==> src/rtl/id_ex_if.sv <==
// ID/EX pipeline register bus: ID-stage inputs, EX-stage outputs, hazard stall and bubble count.
// The master side is the surrounding pipeline; the slave side is the ID/EX register itself.
interface id_ex_if #(
    parameter int CNT_W = 16
);
    logic             mem_stall_i;
    logic             flush_i;
    logic             id_RegWrite_i;
    logic             id_MemtoReg_i;
    logic             id_MemRead_i;
    logic             id_MemWrite_i;
    logic             id_ALUSrc_i;
    logic             id_RegDst_i;
    logic [1:0]       id_ALUOp_i;
    logic [31:0]      id_RSdata_i;
    logic [31:0]      id_RTdata_i;
    logic [31:0]      id_imm_i;
    logic [4:0]       id_RS_i;
    logic [4:0]       id_RT_i;
    logic [4:0]       id_RD_i;

    logic             ie_RegWrite_o;
    logic             ie_MemtoReg_o;
    logic             ie_MemRead_o;
    logic             ie_MemWrite_o;
    logic             ie_ALUSrc_o;
    logic             ie_RegDst_o;
    logic [1:0]       ie_ALUOp_o;
    logic [31:0]      ie_RSdata_o;
    logic [31:0]      ie_RTdata_o;
    logic [31:0]      ie_imm_o;
    logic [4:0]       ie_RS_o;
    logic [4:0]       ie_RT_o;
    logic [4:0]       ie_RD_o;
    logic             ie_valid_o;
    logic             hazard_stall_o;
    logic [CNT_W-1:0] bubble_cnt_o;

    modport master (
        output mem_stall_i, flush_i,
        output id_RegWrite_i, id_MemtoReg_i, id_MemRead_i, id_MemWrite_i, id_ALUSrc_i, id_RegDst_i,
        output id_ALUOp_i, id_RSdata_i, id_RTdata_i, id_imm_i, id_RS_i, id_RT_i, id_RD_i,
        input  ie_RegWrite_o, ie_MemtoReg_o, ie_MemRead_o, ie_MemWrite_o, ie_ALUSrc_o, ie_RegDst_o,
        input  ie_ALUOp_o, ie_RSdata_o, ie_RTdata_o, ie_imm_o, ie_RS_o, ie_RT_o, ie_RD_o,
        input  ie_valid_o, hazard_stall_o, bubble_cnt_o
    );

    modport slave (
        input  mem_stall_i, flush_i,
        input  id_RegWrite_i, id_MemtoReg_i, id_MemRead_i, id_MemWrite_i, id_ALUSrc_i, id_RegDst_i,
        input  id_ALUOp_i, id_RSdata_i, id_RTdata_i, id_imm_i, id_RS_i, id_RT_i, id_RD_i,
        output ie_RegWrite_o, ie_MemtoReg_o, ie_MemRead_o, ie_MemWrite_o, ie_ALUSrc_o, ie_RegDst_o,
        output ie_ALUOp_o, ie_RSdata_o, ie_RTdata_o, ie_imm_o, ie_RS_o, ie_RT_o, ie_RD_o,
        output ie_valid_o, hazard_stall_o, bubble_cnt_o
    );
endinterface

==> src/rtl/id_ex_register.sv <==
// ID/EX pipeline register with load-use hazard detection, bubble insertion
// and a saturating count of load-use bubbles.
module id_ex_register #(
    parameter int CNT_W = 16
) (
    input logic    clk_i,
    input logic    rst_i,
    id_ex_if.slave bus
);
    typedef struct packed {
        logic        reg_write;
        logic        memto_reg;
        logic        mem_read;
        logic        mem_write;
        logic        alu_src;
        logic        reg_dst;
        logic [1:0]  alu_op;
        logic [31:0] rs_data;
        logic [31:0] rt_data;
        logic [31:0] imm;
        logic [4:0]  rs;
        logic [4:0]  rt;
        logic [4:0]  rd;
    } slot_t;

    localparam logic [CNT_W-1:0] CNT_MAX = '1;

    slot_t            w_id_slot;
    slot_t            r_slot;
    logic             r_valid;
    logic [CNT_W-1:0] r_bubble_cnt;
    logic             w_hazard;
    logic             w_bubble;
    logic             w_count;

    assign w_id_slot = '{
        reg_write: bus.id_RegWrite_i,
        memto_reg: bus.id_MemtoReg_i,
        mem_read:  bus.id_MemRead_i,
        mem_write: bus.id_MemWrite_i,
        alu_src:   bus.id_ALUSrc_i,
        reg_dst:   bus.id_RegDst_i,
        alu_op:    bus.id_ALUOp_i,
        rs_data:   bus.id_RSdata_i,
        rt_data:   bus.id_RTdata_i,
        imm:       bus.id_imm_i,
        rs:        bus.id_RS_i,
        rt:        bus.id_RT_i,
        rd:        bus.id_RD_i
    };

    // A load in EX whose destination is read by the instruction in ID; $0 never hazards.
    assign w_hazard = r_valid & r_slot.mem_read & (r_slot.rt != 5'd0) &
                      ((r_slot.rt == bus.id_RS_i) | (r_slot.rt == bus.id_RT_i));
    assign w_bubble = bus.flush_i | w_hazard;
    assign w_count  = ~bus.flush_i & w_hazard & (r_bubble_cnt != CNT_MAX);

    // NOTE: sequential state uses non-blocking assignments so every register samples pre-edge values.
    always_ff @(posedge clk_i or negedge rst_i) begin
        if (!rst_i) begin
            r_slot       <= '0;
            r_valid      <= 1'b0;
            r_bubble_cnt <= '0;
        end else if (!bus.mem_stall_i) begin
            if (w_bubble) begin
                r_slot  <= '0;
                r_valid <= 1'b0;
            end else begin
                r_slot  <= w_id_slot;
                r_valid <= 1'b1;
            end
            if (w_count) begin
                r_bubble_cnt <= r_bubble_cnt + CNT_W'(1);
            end
        end
    end

    assign bus.ie_RegWrite_o  = r_slot.reg_write;
    assign bus.ie_MemtoReg_o  = r_slot.memto_reg;
    assign bus.ie_MemRead_o   = r_slot.mem_read;
    assign bus.ie_MemWrite_o  = r_slot.mem_write;
    assign bus.ie_ALUSrc_o    = r_slot.alu_src;
    assign bus.ie_RegDst_o    = r_slot.reg_dst;
    assign bus.ie_ALUOp_o     = r_slot.alu_op;
    assign bus.ie_RSdata_o    = r_slot.rs_data;
    assign bus.ie_RTdata_o    = r_slot.rt_data;
    assign bus.ie_imm_o       = r_slot.imm;
    assign bus.ie_RS_o        = r_slot.rs;
    assign bus.ie_RT_o        = r_slot.rt;
    assign bus.ie_RD_o        = r_slot.rd;
    assign bus.ie_valid_o     = r_valid;
    assign bus.hazard_stall_o = w_hazard;
    assign bus.bubble_cnt_o   = r_bubble_cnt;
endmodule
==> src/flat_wrapper.sv <==
// flat-port wrapper written by rule: the top's interface ports become plain ports
module id_ex_register_flat 
#(
    parameter int CNT_W = 16
)
  (clk_i, rst_i, bus_mem_stall_i, bus_flush_i, bus_id_RegWrite_i, bus_id_MemtoReg_i, bus_id_MemRead_i, bus_id_MemWrite_i, bus_id_ALUSrc_i, bus_id_RegDst_i, bus_id_ALUOp_i, bus_id_RSdata_i, bus_id_RTdata_i, bus_id_imm_i, bus_id_RS_i, bus_id_RT_i, bus_id_RD_i, bus_ie_RegWrite_o, bus_ie_MemtoReg_o, bus_ie_MemRead_o, bus_ie_MemWrite_o, bus_ie_ALUSrc_o, bus_ie_RegDst_o, bus_ie_ALUOp_o, bus_ie_RSdata_o, bus_ie_RTdata_o, bus_ie_imm_o, bus_ie_RS_o, bus_ie_RT_o, bus_ie_RD_o, bus_ie_valid_o, bus_hazard_stall_o, bus_bubble_cnt_o);
  id_ex_if #(.CNT_W(CNT_W)) bus_i ();
  input logic clk_i;
  input logic rst_i;
  input wire logic [$bits(bus_i.mem_stall_i)-1:0] bus_mem_stall_i;
  input wire logic [$bits(bus_i.flush_i)-1:0] bus_flush_i;
  input wire logic [$bits(bus_i.id_RegWrite_i)-1:0] bus_id_RegWrite_i;
  input wire logic [$bits(bus_i.id_MemtoReg_i)-1:0] bus_id_MemtoReg_i;
  input wire logic [$bits(bus_i.id_MemRead_i)-1:0] bus_id_MemRead_i;
  input wire logic [$bits(bus_i.id_MemWrite_i)-1:0] bus_id_MemWrite_i;
  input wire logic [$bits(bus_i.id_ALUSrc_i)-1:0] bus_id_ALUSrc_i;
  input wire logic [$bits(bus_i.id_RegDst_i)-1:0] bus_id_RegDst_i;
  input wire logic [$bits(bus_i.id_ALUOp_i)-1:0] bus_id_ALUOp_i;
  input wire logic [$bits(bus_i.id_RSdata_i)-1:0] bus_id_RSdata_i;
  input wire logic [$bits(bus_i.id_RTdata_i)-1:0] bus_id_RTdata_i;
  input wire logic [$bits(bus_i.id_imm_i)-1:0] bus_id_imm_i;
  input wire logic [$bits(bus_i.id_RS_i)-1:0] bus_id_RS_i;
  input wire logic [$bits(bus_i.id_RT_i)-1:0] bus_id_RT_i;
  input wire logic [$bits(bus_i.id_RD_i)-1:0] bus_id_RD_i;
  output wire logic [$bits(bus_i.ie_RegWrite_o)-1:0] bus_ie_RegWrite_o;
  output wire logic [$bits(bus_i.ie_MemtoReg_o)-1:0] bus_ie_MemtoReg_o;
  output wire logic [$bits(bus_i.ie_MemRead_o)-1:0] bus_ie_MemRead_o;
  output wire logic [$bits(bus_i.ie_MemWrite_o)-1:0] bus_ie_MemWrite_o;
  output wire logic [$bits(bus_i.ie_ALUSrc_o)-1:0] bus_ie_ALUSrc_o;
  output wire logic [$bits(bus_i.ie_RegDst_o)-1:0] bus_ie_RegDst_o;
  output wire logic [$bits(bus_i.ie_ALUOp_o)-1:0] bus_ie_ALUOp_o;
  output wire logic [$bits(bus_i.ie_RSdata_o)-1:0] bus_ie_RSdata_o;
  output wire logic [$bits(bus_i.ie_RTdata_o)-1:0] bus_ie_RTdata_o;
  output wire logic [$bits(bus_i.ie_imm_o)-1:0] bus_ie_imm_o;
  output wire logic [$bits(bus_i.ie_RS_o)-1:0] bus_ie_RS_o;
  output wire logic [$bits(bus_i.ie_RT_o)-1:0] bus_ie_RT_o;
  output wire logic [$bits(bus_i.ie_RD_o)-1:0] bus_ie_RD_o;
  output wire logic [$bits(bus_i.ie_valid_o)-1:0] bus_ie_valid_o;
  output wire logic [$bits(bus_i.hazard_stall_o)-1:0] bus_hazard_stall_o;
  output wire logic [$bits(bus_i.bubble_cnt_o)-1:0] bus_bubble_cnt_o;
  assign bus_i.mem_stall_i = bus_mem_stall_i;
  assign bus_i.flush_i = bus_flush_i;
  assign bus_i.id_RegWrite_i = bus_id_RegWrite_i;
  assign bus_i.id_MemtoReg_i = bus_id_MemtoReg_i;
  assign bus_i.id_MemRead_i = bus_id_MemRead_i;
  assign bus_i.id_MemWrite_i = bus_id_MemWrite_i;
  assign bus_i.id_ALUSrc_i = bus_id_ALUSrc_i;
  assign bus_i.id_RegDst_i = bus_id_RegDst_i;
  assign bus_i.id_ALUOp_i = bus_id_ALUOp_i;
  assign bus_i.id_RSdata_i = bus_id_RSdata_i;
  assign bus_i.id_RTdata_i = bus_id_RTdata_i;
  assign bus_i.id_imm_i = bus_id_imm_i;
  assign bus_i.id_RS_i = bus_id_RS_i;
  assign bus_i.id_RT_i = bus_id_RT_i;
  assign bus_i.id_RD_i = bus_id_RD_i;
  assign bus_ie_RegWrite_o = bus_i.ie_RegWrite_o;
  assign bus_ie_MemtoReg_o = bus_i.ie_MemtoReg_o;
  assign bus_ie_MemRead_o = bus_i.ie_MemRead_o;
  assign bus_ie_MemWrite_o = bus_i.ie_MemWrite_o;
  assign bus_ie_ALUSrc_o = bus_i.ie_ALUSrc_o;
  assign bus_ie_RegDst_o = bus_i.ie_RegDst_o;
  assign bus_ie_ALUOp_o = bus_i.ie_ALUOp_o;
  assign bus_ie_RSdata_o = bus_i.ie_RSdata_o;
  assign bus_ie_RTdata_o = bus_i.ie_RTdata_o;
  assign bus_ie_imm_o = bus_i.ie_imm_o;
  assign bus_ie_RS_o = bus_i.ie_RS_o;
  assign bus_ie_RT_o = bus_i.ie_RT_o;
  assign bus_ie_RD_o = bus_i.ie_RD_o;
  assign bus_ie_valid_o = bus_i.ie_valid_o;
  assign bus_hazard_stall_o = bus_i.hazard_stall_o;
  assign bus_bubble_cnt_o = bus_i.bubble_cnt_o;
  id_ex_register #(.CNT_W(CNT_W)) u_core (.clk_i(clk_i), .rst_i(rst_i), .bus(bus_i));
endmodule
==> config.mk <==
export PLATFORM = sky130hd
export DESIGN_NAME = id_ex_register_flat
export DESIGN_NICKNAME = d
export VERILOG_FILES = /design/src/rtl/id_ex_if.sv /design/src/rtl/id_ex_register.sv /design/src/flat_wrapper.sv
export SDC_FILE = /design/constraint.sdc
export NUM_CORES = 1
export LEC_CHECK = 0
export ABC_AREA = 1
export CAP_MARGIN = 40
export CORE_ASPECT_RATIO = 0.5
export CORE_UTILIZATION = 39
export CTS_CLUSTER_SIZE = 28
export DETAILED_ROUTE_END_ITERATION = 8
export PLACE_DENSITY_LB_ADDON = 0.25
export SLEW_MARGIN = 20
export SYNTH_ARGS = -nofsm -noshare
export SYNTH_HDL_FRONTEND = slang
export SYNTH_SLANG_ARGS = --single-unit
==> constraint.sdc <==
create_clock -name clk_i -period 1.5 [get_ports clk_i]
set_clock_uncertainty 0.05 [all_clocks]
set_input_delay 0.15 -clock clk_i [delete_from_list [all_inputs] [get_ports clk_i]]
set_output_delay 0.15 -clock clk_i [all_outputs]
set_load 0.005 [all_outputs]
## After elaboration in Yosys (flattened, before gate mapping)

Cells that the tools add are included.

- Register bits after elaboration: 136
- Input bits: 123
- Output and inout port bits: 137
- Logic and storage cells: 32

- $add $sub $neg: 1
- Equality and inequality tests: 3
- Mux-type cells: 2
- Bitwise logic cells: 9
- Reductions and logical operators: 2

Operators by type and width:

| kind | number |
|---|---|
| 119-bit 2-to-1 mux | 1 |
| 16-bit by 1-bit adder with 16-bit output, second input constant | 1 |
| 16-bit != test, second input constant | 1 |
| 5-bit == test | 2 |
| 1-bit AND | 5 |
| 5-bit nonzero test | 1 |
| 1-bit inverter | 2 |
| 1-bit bitwise OR | 2 |
| 2-bit AND reduction | 1 |
| 1-bit 2-to-1 mux | 1 |

## Logic depth before layout (Yosys ltp)

- Depth in word-level cells: 6
- Depth in mapped cells: 11
- Mapped depth without buffers: 10

## Worst setup path before layout

OpenSTA, ideal clock, no wires.

- Path kind: flip-flop to flip-flop
- From: reg u_core.r_bubble_cnt[0], in the netlist u_core.bus.bubble_cnt_o[0]
- To: reg u_core.r_bubble_cnt[6], in the netlist u_core.bus.bubble_cnt_o[6]
- Arrival time: 1.412 ns
- Data required time: 1.332 ns
- Setup slack: -0.081 ns
- Cell stages (with the launch flop): 9
- Buffers on the path: 1
- Cells stage by stage: dfrtp_1 > ha_1 > nand2_1 > nor2_1 > a21oi_1 > nand4_2 > buf_4 > nand2_1 > nand2_1

- Longest elaborated chain between the ends: 3
- Elaborated cells on any way between the ends: 4
- Classes of those cells: 1 x add/sub; 1 x eq/ne; 1 x bitwise; 1 x reduce/logical

RTL lines:

| item | line | RTL |
|---|---|---|
| start: declaration | id_ex_register.sv:31 | `logic [CNT_W-1:0] r_bubble_cnt;` |
| start signal: assignment | id_ex_register.sv:73 | `r_bubble_cnt <= r_bubble_cnt + CNT_W'(1);` |
| parallel branches: the longest is 3 deep, another holds 16-bit by 1-bit adder with 16-bit output | n/a |  |

Parallel ways; which one is timed is not known.
A chain may end at the register's enable or synchronous reset.

## Final worst setup path

- From: reg u_core.r_slot (netlist bit u_core.bus.ie_RT_o[0])
- To: out bus_hazard_stall_o

- Longest elaborated chain between the ends: 3
- Elaborated cells on any way between the ends: 6
- Classes of those cells: 2 x eq/ne; 3 x bitwise; 1 x reduce/logical

RTL lines:

| item | line | RTL |
|---|---|---|
| start: declaration | id_ex_register.sv:29 | `slot_t r_slot;` |
| start signal: assignment | id_ex_register.sv:69 | `r_slot <= w_id_slot;` |
| 5-bit == test / 5-bit nonzero test (equally long branches) | id_ex_register.sv:54, id_ex_register.sv:53 |  |
| 1-bit bitwise OR / 1-bit AND (equally long branches) | id_ex_register.sv:54, id_ex_register.sv:53 |  |
| 1-bit AND * | id_ex_register.sv:53 | `assign w_hazard = r_valid & r_slot.mem_read & (r_slot.rt != 5'd0) &` |
| end: declaration | flat_wrapper.sv:39 | `output wire logic [$bits(bus_i.hazard_stall_o)-1:0] bus_hazard_stall_o;` |

Every way passes the cells marked *; elsewhere a longest branch is shown, timed or not.

==> impl_metrics.tcl <==
set metrics [dict create \
    syn_area_per_cell_um2 9.10 \
    grt-ovfl-total 0 \
    clk_pin_slew_ns 0.06 \
    ys_seq_area_share_pct 54.2 \
    drc 0 \
    max_cap_viol_count 0 \
    fin_crit_ns 1.79 \
    worstMarginPinSlew_ns 0.439 \
    fin_nets 1129 \
    p_leak_nw 6.03 \
    finalCritPeriodShare_pct 119 \
    fmax_mhz 559 \
    die_w_um 181 \
    final.fill_count 1183 \
    timing.final.ws_setup_ns -0.288 \
    status "finished, violations left" \
    whs_ns 0.0396 \
    slew_headroom_pct 70.7 \
    place_congestion 0.827 \
    startpoint_type "register" \
    setup_viol 136 \
    slowest_stage "dfrtp_1" \
    antenna_cells 0 \
    final_cell_area_um2 10700 \
    portBuffers 259 \
    drt-total-wl_mm 19.3 \
    rsz0062_at_grt "yes" \
    viasPerCell 4.85 \
    synth-seq-cells 136 \
    dp_cells 1168 \
    core_um2 15600 \
    vias 5916 \
    grt_max_degree 88 \
    wl_per_cell_um 15.8 \
    synth_fp_nets 814 \
    setup_tns_ns -24.23 \
    drive_gt1_share_pct 23.3 \
    die_h_um 91.7 \
    post_dp_cell_area_um2 9460 \
    synth_cells 690 \
    multi_input_area_um2 2760 \
    layout_common_cells "292 x nand2_1, 160 x clkdlybuf4s50_1, 133 x dfrtp_1" \
    dp_hpwl_mm 12.7 \
    clockRootBuffer "clkbuf_16" \
    htreeDepth 4 \
    required_ns 1.30 \
    dieArea_um2 16600 \
    ioPinCount 260 \
    track_usage_pct 22.5 \
    antenna_found_initial 0 \
    ant_nets 0 \
    tritoncts "yes" \
    hold_viol_final 0 \
    powerDensity_nw_per_um2 902 \
    fin_total_pwr_w 0.00963 \
    core.rowCount 32 \
    first_pass_iters 5 \
    slew_viol_final 0 \
    slowest_delay_ns 0.44 \
    clk_path_buf_depth 2 \
    start_util_pct 40.3 \
    ir_worst_vdd_mv 0.735 \
    final_common_cell "nand2_1" \
    violations "setup timing" \
    clock-sinks 136 \
    grt_pass1_vias 5826 \
    instances_no_fill 1220 \
    ys_warn_count 0 \
    critical_path_arrival_ns 1.59 \
    clk_latency_ns 0.41 \
    cp-end-kind "output port" \
    syn_area_um2 6280 \
    drt_iter0_markers 227 \
    critical_path_class "reg2out" \
    ff_latch_area_um2 3410 \
    cp_max_fo 5 \
    synth.distinct_cells 26 \
    hp-class "in2reg" \
    crit_chain "buf_6, nor2_2, nand4_1, nand3_1, inv_2, nand2_8, inv_2, buf_6" \
    grt_pass1_wl_mm 29.6 \
    area_growth_pct 70.3 \
    cts_buffers 17 \
]
per-stage QoR:
stage / setup WS, ns / util, %
floorplan: 0.000974 / -
global placement: -0.486 / 60.8
detailed placement: -0.537 / 60.8
CTS: -0.286 / 64.9
global route: -0.360 / 68.6
finish: -0.288 / 68.6
cell type report:
class                   count  area share, %
clock buffers              18           4.11
clock inverters            12          0.983
inverters                  21          0.738
multi-input cells         493           25.8
flip-flops and latches    136           31.9
well taps                 204           2.39
repair buffers            336           34.1
worst paths after layout:
path,slack (ns),start,cells after the start,to
worst min register to register,0.42,u_core.bus.ie_imm_o[31],2,u_core.bus.ie_imm_o[31]
worst min-delay path,0.04,bus_mem_stall_i,3,u_core.bus.ie_RSdata_o[10]
worst max register to register,-0.27,u_core.bus.ie_RT_o[0],11,u_core.bus.ie_RSdata_o[26]
min in group asynchronous,0.18,rst_i,2,u_core.bus.bubble_cnt_o[9]
max in group asynchronous,0.68,rst_i,3,u_core.bus.ie_RTdata_o[22]
worst max-delay path,-0.29,u_core.bus.ie_RT_o[0],8,bus_hazard_stall_o
logic make-up after synthesis:
kind of cell               after synthesis  share of synthesized area [%]
and+or+nand+nor                        465                           37.3
DFF                                    136                           54.2
buffers and inverters                   62                           5.20
AOI/OAI and AO/OA                       11                          0.997
adders and majority gates                1                          0.199
xor gates and xnor gates                15                           2.09
power breakdown:
group          internal (W)  switching, W  total [W]  leakage [nW]
sequential          0.00393      0.000150    0.00408          1.78
combinational      0.000958      0.000690    0.00165          3.99
clock               0.00230       0.00161    0.00391         0.268
total               0.00719       0.00245    0.00963          6.03
synth_stat cells (all sizes together):
| cell type | number | area, um^2 |
|---|---|---|
| a21oi | 1 | 5.00 |
| nor2 | 22 | 98.9 |
| inv | 20 | 75.1 |
| dfrtp | 136 | 3400 |
| xor2 | 4 | 35.0 |
| xnor2 | 11 | 96.3 |
| buf | 25 | 188 |
| nand4 | 5 | 37.5 |
| a21o | 1 | 8.76 |
| clkinv | 1 | 3.75 |
| nand2 | 299 | 1140 |
| o22ai | 3 | 18.8 |
| nand3 | 138 | 1060 |
| o21ai | 6 | 30.0 |
| nor3 | 1 | 10.0 |
| clkbuf | 16 | 60.1 |
| ha | 1 | 12.5 |
worst max-delay path, delay by kind of cell (launching register included):
kind,cells,cell delay [ns]
DFF,1,0.44
and+or+nand+nor,4,0.37
buffers and inverters,4,0.36
flip-flops by register name, summed over array words and instances (netlist names):
signal,count
u_core.bus.ie_RD_o,5
u_core.bus.ie_ALUOp_o,2
u_core.bus.ie_RS_o,5
u_core.bus.ie_MemWrite_o,1
u_core.bus.ie_RegDst_o,1
u_core.bus.ie_RegWrite_o,1
u_core.bus.ie_RT_o,5
u_core.bus.ie_MemtoReg_o,1
u_core.bus.ie_ALUSrc_o,1
u_core.bus.ie_imm_o,32
u_core.bus.ie_valid_o,1
u_core.bus.ie_RSdata_o,32
u_core.bus.bubble_cnt_o,16
u_core.bus.ie_MemRead_o,1
u_core.bus.ie_RTdata_o,32
per-layer routing:
layer	wire (um)	up-vias	GRT usage (%)
met3	860	40	4.53
met1	8370	2863	28.0
met2	9460	177	38.2
met4	582	0	10.0
met5	0	-	0
li1	-	2836	-
timing repair:
item,4_1_cts,5_1_grt
setup endpoints to repair,170,200
hold buffers,1,0
resized for setup,56,113
pin swaps,7,8
gates cloned,3,5
hold endpoints to repair,99,0
setup buffers,3,11
(Power assumes the default switching activity.)
==> RTL edit (config.mk and constraints unchanged) <==
Reset style: synchronous (`rst_i`), changed in one clocked block.
--- a/src/rtl/id_ex_register.sv
+++ b/src/rtl/id_ex_register.sv
@@ -56,7 +56,7 @@
     assign w_count  = ~bus.flush_i & w_hazard & (r_bubble_cnt != CNT_MAX);
 
     // NOTE: sequential state uses non-blocking assignments so every register samples pre-edge values.
-    always_ff @(posedge clk_i or negedge rst_i) begin
+    always_ff @(posedge clk_i) begin
         if (!rst_i) begin
             r_slot       <= '0;
             r_valid      <= 1'b0;
Check against the original RTL: differs if rst_i is asserted again (counterexample within 4 cycles, from zero or initial values and one cycle with rst_i low); with rst_i held inactive, the same outputs for 10 cycles.
==> RTL edit against the unedited design <==
The run still ends with negative setup slack left; total power increased by 7.3%; register-to-register slack about the same; global-route usage decreased by 0.48 points; non-clock buffer count increased by 10; wire length increased by 9.7%; setup slack improved by 6.7 ps; sequential cell count unchanged; synthesized area increased by 2.3%; design area increased by 7.6%.
==> RTL edit: results (changes against the unedited design) <==
metric	value	unit	change
post-cts-setup-buffer-count	4		+1
nNetsFinal	1168		+3.5%
placed_cell_area	9547	um^2	+0.87%
synth-compound-area-share	14.93	%	+14 points
synth_area_per_cell	8.723	um^2	-4.1%
clock_area_share	6.235	%	+1.1 points
violations	negative setup slack		
synthAdderAreaFrac	0.1949	%	-0.0045 points
min_path_type	in2reg		
nMultiInputCombCells	509		+3.2%
regArea	2764	um^2	-19%
async_flop_share	0	%	-100 points
pg_clk	5.16	mW	+32%
combPwrFrac	13.3	%	-3.8 points
nFillCells	1117		-5.6%
clkbuf_count	21		+3
dpl_worst_slack	-757.4	ps	-220.5 ps
synth.yosys.seq_area_share	42.41	%	-12 points
multi_input_area	3786	um^2	+37%
synth_common_cells	nand2_1, dfxtp_1, nand3_2		
slowest_delay	370	ps	-70 ps
leakagePower	4.767	nW	-21%
synthXorXnorAreaFrac	1.637	%	-0.46 points
drive_gt1_share	39.64	%	+16 points
ys_top_cells_by_area	dfxtp_1, nand3_2, a21oi_2		
grtUsageMet2	38.35	%	+0.18 points
gp_congestion	0.8616		+4.2%
wl	21160	um	+9.7%
irDropWorstVdd	0.0008590	V	+17%
p_int	8.014	mW	+12%
grt_max_degree	89		+1.1%
cts_resized	55		-1.8%
crit_path_top_delay_cell	dfxtp_4		
combinationalPower	1.37	mW	-17%
drt_iter0_drc	230		+1.3%
vias_per_cell	4.883		+0.69%
hpwl	12910	um	+1.5%
fin_ws	-281.0	ps	+6.678 ps
tightest_slew	444.3	ps	+5.410 ps
first_global_vias	5927		+1.7%
drt-met1-wl	8864	um	+5.9%
dr.pass1.iters	4		-1
setup_viol	137		+0.74%
synthMuxAreaShare	0	%	unchanged
finalSetupTns	-23520	ps	+716.2 ps
netlist_area	6420	um^2	+2.3%
outcome	finished, violations left		
RTL edit: cell types whose count changed in the layout (fill, tap and decap cells not counted), moves of 9 or more:
cell / delta
a21oi_2: +115
nand2_1: -124
dfxtp_2: +18
xnor2_1: -10
nand3_1: -30
nor2_1: +19
dfrtp_1: -133
nand3_2: -14
dfxtp_1: +113
clkdlybuf4s50_1: +40
inv_1: +10
nand3_4: +37
buf_6: -9
dlymetal6s2s_1: -32
RTL edit: worst paths after layout:
path	start	to	slack, ps	cells after the start
hold reg to reg	u_core.bus.ie_RSdata_o[23]$_SDFFE_PN0N_	u_core.bus.ie_RSdata_o[23]$_SDFFE_PN0N_	420	2
hold / removal	bus_mem_stall_i	u_core.bus.ie_RTdata_o[19]$_SDFFE_PN0N_	100	3
setup reg to reg	u_core.bus.ie_RT_o[2]$_SDFFE_PN0N_	u_core.bus.ie_MemtoReg_o$_SDFFE_PN0N_	-270	9
setup / recovery	u_core.bus.ie_RT_o[2]$_SDFFE_PN0N_	bus_hazard_stall_o	-280	6
